<file path="config.mk">
export PLATFORM = sky130hd
export DESIGN_NAME = wave_capture_ctrl
export DESIGN_NICKNAME = d
export VERILOG_FILES = /design/src/rtl/wave_pkg.sv /design/src/rtl/zero_cross_detect.sv /design/src/rtl/wave_capture_ctrl.sv
export SDC_FILE = /design/constraint.sdc
export NUM_CORES = 1
export LEC_CHECK = 0
export CORE_MARGIN = 8
export CORE_UTILIZATION = 57
export DETAILED_ROUTE_END_ITERATION = 12
export DONT_BUFFER_PORTS = 1
export GPL_TIMING_DRIVEN = 0
export PLACE_DENSITY = 0.73
export REMOVE_ABC_BUFFERS = 1
export SYNTH_ARGS = -nofsm -noshare
export SYNTH_HDL_FRONTEND = slang
export SYNTH_SLANG_ARGS = --single-unit
</file>
<file path="constraint.sdc">
create_clock -name clk -period 2.49 [get_ports clk]
set_clock_uncertainty 0.05 [all_clocks]
set_input_delay 0.3735 -clock clk [delete_from_list [all_inputs] [get_ports clk]]
set_output_delay 0.3735 -clock clk [all_outputs]
set_load 0.01 [all_outputs]
</file>
<file path="src/rtl/wave_pkg.sv">
// Shared types and constants for the waveform capture path.
package wave_pkg;

    typedef enum logic [1:0] {
        WC_ARMED  = 2'd0,
        WC_ACTIVE = 2'd1,
        WC_WAIT   = 2'd2
    } wc_state_e;

    localparam int NUM_SAMPLES = 256;
    localparam int RAM_ADDR_W  = 9;
    localparam int SAMPLE_W    = 16;
    localparam int DISP_W      = 8;

    // Signed sample to offset-binary display byte (top 8 bits, sign flipped).
    function automatic logic [DISP_W-1:0] to_offset_binary(input logic [SAMPLE_W-1:0] s);
        return {~s[SAMPLE_W-1], s[SAMPLE_W-2:SAMPLE_W-DISP_W]};
    endfunction

endpackage

</file>
<file path="src/rtl/zero_cross_detect.sv">
// Positive zero-crossing detector: remembers the sign of the last accepted
// sample and pulses when a negative sample is followed by a non-negative one.
module zero_cross_detect (
    input  logic clk,
    input  logic rst,
    input  logic strobe_i,
    input  logic sign_i,
    output logic cross_o
);

    // Only the sign of the previous sample matters for the crossing test.
    logic prev_neg_q;

    always_ff @(posedge clk or posedge rst) begin
        if (rst) begin
            prev_neg_q <= 1'b0;
        end else if (strobe_i) begin
            prev_neg_q <= sign_i;
        end
    end

    assign cross_o = strobe_i & prev_neg_q & ~sign_i;

endmodule

</file>
<file path="src/rtl/wave_capture_ctrl.sv">
// Ping-pong capture sequencer: arms on a positive zero crossing, writes 256
// decimated display samples into the idle RAM half, flips halves on vblank.
module wave_capture_ctrl
    import wave_pkg::*;
#(
    parameter int DECIM   = 2,
    parameter int TIMEOUT = 1024
) (
    input  logic                  clk,
    input  logic                  reset,
    input  logic                  new_sample_ready,
    input  logic [SAMPLE_W-1:0]   new_sample_in,
    input  logic                  wave_display_idle,
    output logic [RAM_ADDR_W-1:0] write_address,
    output logic                  write_enable,
    output logic [DISP_W-1:0]     write_sample,
    output logic                  read_index,
    output logic [1:0]            capture_state
);

    localparam logic [15:0] DECIM_FIRST = (DECIM == 1) ? 16'd0 : 16'd1;
    localparam logic [15:0] DECIM_LAST  = 16'(DECIM - 1);
    localparam logic [7:0]  INDEX_LAST  = 8'(NUM_SAMPLES - 1);

    wc_state_e         state_q;
    logic              read_index_q;
    logic              we_q;
    logic [RAM_ADDR_W-1:0] addr_q;
    logic [DISP_W-1:0] sample_q;
    logic [7:0]        index_q;
    logic [15:0]       decim_q;
    logic [31:0]       timeout_q;

    logic crossing;
    logic timed_out;
    logic trigger;
    logic unused_low_bits;

    zero_cross_detect u_zcd (
        .clk      (clk),
        .rst      (reset),
        .strobe_i (new_sample_ready),
        .sign_i   (new_sample_in[SAMPLE_W-1]),
        .cross_o  (crossing)
    );

    assign timed_out       = (TIMEOUT != 0) && (timeout_q == 32'(TIMEOUT - 1));
    assign trigger         = crossing || (new_sample_ready && timed_out);
    assign unused_low_bits = ^new_sample_in[SAMPLE_W-DISP_W-1:0];

    always_ff @(posedge clk or posedge reset) begin
        if (reset) begin
            state_q      <= WC_ARMED;
            read_index_q <= 1'b0;
            we_q         <= 1'b0;
            addr_q       <= '0;
            sample_q     <= '0;
            index_q      <= '0;
            decim_q      <= '0;
            timeout_q    <= '0;
        end else begin
            we_q <= 1'b0;
            case (state_q)
                WC_ARMED: begin
                    if (trigger) begin
                        state_q   <= WC_ACTIVE;
                        we_q      <= 1'b1;
                        addr_q    <= {~read_index_q, index_q};
                        sample_q  <= to_offset_binary(new_sample_in);
                        index_q   <= index_q + 8'd1;
                        decim_q   <= DECIM_FIRST;
                        timeout_q <= '0;
                    end else if (new_sample_ready) begin
                        timeout_q <= timeout_q + 32'd1;
                    end
                end
                WC_ACTIVE: begin
                    if (new_sample_ready) begin
                        if (decim_q == '0) begin
                            we_q     <= 1'b1;
                            addr_q   <= {~read_index_q, index_q};
                            sample_q <= to_offset_binary(new_sample_in);
                            index_q  <= index_q + 8'd1;
                            if (index_q == INDEX_LAST) begin
                                state_q <= WC_WAIT;
                            end
                        end
                        decim_q <= (decim_q == DECIM_LAST) ? '0 : decim_q + 16'd1;
                    end
                end
                WC_WAIT: begin
                    // Hold the flip until the final write has left the RAM port.
                    if (wave_display_idle && !we_q) begin
                        read_index_q <= ~read_index_q;
                        state_q      <= WC_ARMED;
                    end
                end
                default: state_q <= WC_ARMED;
            endcase
        end
    end

    assign write_address = addr_q;
    assign write_enable  = we_q;
    assign write_sample  = sample_q;
    assign read_index    = read_index_q;
    assign capture_state = state_q;

endmodule
</file>
# == After elaboration in Yosys (flattened, before gate mapping) ==
# Index checks and enable logic that the tools add are counted.
# totals
reg_bits,78
output_inout_bits,21
elab_cells,67
# classes
bitwise_logic,4
addsub,3
n_reduce_logical,13
n_eq_ne,10
n_mux,28
# op_table
op,count
$mux W32,2
$mux W16,3
$mux W8,6
$add A32 B1 Y32 const B,1
$eq A32 B10 Y1 const B,1
$pmux W16 S2,1
$pmux W8 S2,2
$mux W9,3
$pmux W9 S2,1
$add A16 B1 Y16 const B,1
$eq A16 B1 Y1 const B,1
$logic_not A16 Y1,1
$mux W2,5
$ne A2 B2 Y1 const B,5
$add A8 B1 Y8 const B,1
$eq A8 B8 Y1 const B,1
$pmux W2 S3,1
$reduce_and A5 Y1,1
$reduce_and A2 Y1,2
$reduce_and A4 Y1,1
$reduce_bool A2 Y1,2
$mux W1,3
$reduce_and A3 Y1,1
$and A1 B1 Y1,2
8 further kinds,10

# == Depth between registers and ports, before layout ==
# depth
word_depth,5
depth_mapped,8
depth_no_buf,7

# == Modules after synthesis ==
# Synthesis repeated with hierarchy kept, for this count alone.
# hier_totals
hier_cells,372
hier_area_um2,3893.7
# by_module_without_submodules
mod,cells_per_inst,area_per_inst_um2,seq_area_each_um2,instances
wave_capture_ctrl,368,3839.9,1926.8,1
zero_cross_detect,4,53.8,25.0,1

# == Worst setup path before layout ==
# No wires, ideal clock.
# synth_timing
path_type,register to register
from,"register state_q[0], in the netlist capture_state[0]"
to,register timeout_q[27]
period_less_slack_ps,1989
arrival_time_ps,1812
stages_incl_launch_ff,8
setup_slack_ps,501
required_time_ps,2313
cell_sequence,dfrtp_1 > buf_6 > or3b_1 > buf_6 > nor3_4 > and3_1 > nand3_1 > mux2_1
# synth_between
elab_chain_cells,2
# synth_rtl
element,line_no,source
start: declaration,wave_capture_ctrl.sv:25,wc_state_e state_q;
start signal: assignment,wave_capture_ctrl.sv:53,state_q <= WC_ARMED;
start signal: assignment,wave_capture_ctrl.sv:66,state_q <= WC_ACTIVE;
start signal: assignment,wave_capture_ctrl.sv:85,state_q <= WC_WAIT;
$logic_not A2 Y1,wave_capture_ctrl.sv:63,case (state_q)
$reduce_and A2 Y1 (no line),-,
end signal: assignment,wave_capture_ctrl.sv:74,timeout_q <= timeout_q + 32'd1;
end: declaration,wave_capture_ctrl.sv:32,logic [31:0] timeout_q;
# No other way between the ends.
# A chain may end at the register's enable or synchronous reset.

# == Worst setup path in the final report ==
# layout_timing
from,register timeout_q[0]
to,"register sample_q[6], in the netlist write_sample[6]"
# layout_between
elab_chain_cells,5
# layout_rtl
element,line_no,source
$eq A32 B10 Y1,wave_capture_ctrl.sv:47,assign timed_out = (TIMEOUT != 0) && (timeout_q == 32'(TIMEOUT - 1));
$logic_and A1 B1 Y1,wave_capture_ctrl.sv:48,assign trigger = crossing || (new_sample_ready && timed_out);
$logic_or A1 B1 Y1,wave_capture_ctrl.sv:48,
$ne A2 B2 Y1 (no line),-,
$reduce_and A4 Y1 (no line),-,
end signal: assignment,wave_capture_ctrl.sv:69,sample_q <= to_offset_binary(new_sample_in);
end signal: assignment,wave_capture_ctrl.sv:82,sample_q <= to_offset_binary(new_sample_in);
end: declaration,wave_capture_ctrl.sv:29,logic [DISP_W-1:0] sample_q;
# No other way between the ends.

==> flow_summary.yaml <==
route:
  antenna_left: 0
  drt_pass1_iterations: 4
  vias_per_cell: 6.13
  drt_first_iter_violations: 108
  routed-via-count: 3078
  drc_errors: 0
  drt_wl_total_um: 8660
  wl_per_cell_um: 17.2
floorplanning:
  dieArea_um2: 10200
  die_y_um: 101
  rows: 31
  num_io_pins: 41
  core-area_um2: 7140
  die_width_um: 101
  initial_core_util_pct: 57.7
grt:
  grt_pass1_wl_um: 14200
  grt_max_degree: 63
  antenna_found_initial: 0
  grt_pass1_vias: 2948
  gr-usage-all-layers_pct: 17.4
  overflow: 0
placement:
  dpl_cell_area_um2: 4150
  detailed_place_hpwl_um: 5670
  place_inst: 481
  gp_routability_congestion: 0.828
  io_buffer_count: 0
clock_network:
  cts_made_buffers: 9
  ctsHtreeMaxLevel: 3
  cts.sink_count: 78
  ctsLongestPathBuffers: 2
  cts.clk_slew.worst_paths_ns: 0.09
  cts_root_buf: "clkbuf_8"
  cts_tree: "built"
  insertion_delay_ns: 0.34
sta:
  fmax_ghz: 0.412
  tightest_slew_ns: 0.750
  slew_viol_final: 0
  rsz0062_at_grt: "yes"
  finalHoldViolations: 0
  setup_violations: 0
  period_share_pct: 97.5
  period_minus_slack_ns: 2.43
  slew_headroom_pct: 49.5
setup_path:
  crit_path_start_kind: "flip-flop"
  crit_required_ns: 2.68
  crit_family: "compound AO/OA/AOI/OAI gates"
  cp.arrival_ns: 2.62
  critPathMaxFanout: 13
  path_buf_inv: 0
  cp-end-kind: "flip-flop"
  critPathSlowestCell: "o21ai_2"
  critPathMaxStageDelay_ns: 0.63
  path_cells: "ha_1 -> and4_1 -> nand4_1 -> o21bai_4 -> o21ai_2 -> mux2_4"
  crit_type: "flip-flop to flip-flop"
synthesis:
  ys_warn_count: 0
  synth_area_um2: 4120
  ys_async_sr_fraction_pct: 100
  synth.most_common_cell: "dfrtp_1"
  ys_ff_latch: 78
  avgSynthCellArea_um2: 10.2
  synth_top_area_share_pct: 47.4
  synthFlopType: "dfrtp_1"
  netlist_instances: 403
  synth.largest_area_cell: "dfrtp_1"
  synth_area_leaders: "dfrtp_1 (47%), mux2_4 (5.8%), xor2_1 (3.4%)"
  netlist_top_cells_count: "dfrtp_1 (78), nor2_1 (36), nand3_1 (24)"
  synth_cell_types: 53
  yosysSeqAreaShare_pct: 47.4
  synth_edf_count: 0
finish:
  final_cell_area_um2: 4440
  area_growth_pct: 7.87
  design.final.nets: 423
  antennaDiodeCount: 0
  drive_above_1_share_pct: 14.1
  final_cells: 502
power:
  power.leakage_uw: 0.00199
  p_per_area_nw_per_um2: 779
  ir_drop_v: 0.000580
  power_uw: 3460
status:
  status: "finished clean"
run:
  cap_violations: 0
worst_hold_path:
  hp-class: "input pin to flip-flop"
[metal layers]
layer / vias to the layer above / track usage [%] / part of all wire, %
met5: - / 0 / 0
met4: 0 / 6.41 / 0.87
met3: 6 / 2.62 / 2.4
met2: 56 / 29.4 / 50
met1: 1573 / 22.0 / 46
li1: 1443 / - / -
[cells in the final DEF, fill, tap and decap left out, types with 3 or more instances in the layout]
cell and instances:
a21oi_1 6, clkbuf_8 9, a211o_1 3, nor3b_1 4, nor4_1 9, nand2_1 22
o31ai_1 9, dfrtp_1 78, mux2i_1 3, o21ai_0 14, a22o_1 5, nor3_1 19
nand4_1 19, nor2b_1 3, mux2_4 16, nor2_1 36, inv_6 3, and2_1 4
xor2_1 16, and3_1 11, nor4_2 3, xnor2_1 15, and4_1 4, inv_1 11
ha_1 5, nand4b_1 3, o21ai_1 6, nand3_1 24
[area by class of cell]
type                            instances  area, µm²
Multi-Input combinational cell        292       2070
Timing Repair Buffer                    5       72.6
Fill cell                             607       2690
Clock buffer                            9        124
Tap cell                               99        124
Sequential cell                        78       1950
Inverter                               12       47.5
Clock inverter                          7       55.1
[what timing repair did]
action	CTS	global route
pin swaps	1	2
gates cloned	0	1
resized for setup	7	5
hold buffers	1	0
setup endpoints to repair	49	33
buffers inserted	2	1
hold endpoints to repair	16	0
[registers in the layout (all words and copies together) (netlist names)]
signal / cells
write_sample: 8
write_address: 9
read_index: 1
index_q: 8
capture_state: 2
u_zcd.prev_neg_q: 1
write_enable: 1
timeout_q: 32
decim_q: 16
[logic make-up (layout without fill, tap and decap cells)]
kind of cell    after synthesis  count (layout)  share of synthesized area, %
simple gates                179             179                          24.4
flops                        78              78                          47.4
compound gates               54              55                          8.72
buf+inv                      34              33                          4.07
xor+xnor                     31              31                          6.59
mux                          22              22                          7.38
fa+ha+maj                     5               5                          1.52
[path summary, 6_finish.rpt]
kind / slack [ns] / startpoint / depth (start not counted) / endpoint
worst max register to register: 0.06 / timeout_q[0] / 6 / write_sample[6]
worst max-delay path: 0.06 / timeout_q[0] / 6 / write_sample[6]
max in group asynchronous: 1.43 / reset / 3 / timeout_q[30]
min in group asynchronous: 0.38 / reset / 2 / write_sample[3]
worst min-delay path: 0.05 / new_sample_in[15] / 1 / write_sample[7]
worst min register to register: 0.45 / index_q[4] / 1 / index_q[4]
[metrics by stage]
stage / setup TNS [ns] / util [%] / setup WS (ns) / hold WS, ns
floorplan: -1.15 / - / -0.0718 / 0.409
global placement: -71.50 / 57.7 / -0.698 / 0.416
detailed placement: -19.22 / 58.2 / -0.507 / 0.145
CTS: -0.00746 / 61.4 / -0.00746 / 0.0450
global route: -0.341 / 62.3 / -0.0399 / 0.0325
finish: 0 / 62.3 / 0.0621 / 0.0530
[power breakdown]
group / switching, µW / leakage (µW) / total [µW] / internal [µW]
clock network: 493 / 0.0000866 / 865 / 372
registers: 269 / 0.00102 / 1740 / 1470
logic: 405 / 0.000876 / 857 / 452
No activity file was read; power rests on OpenSTA's default activity.
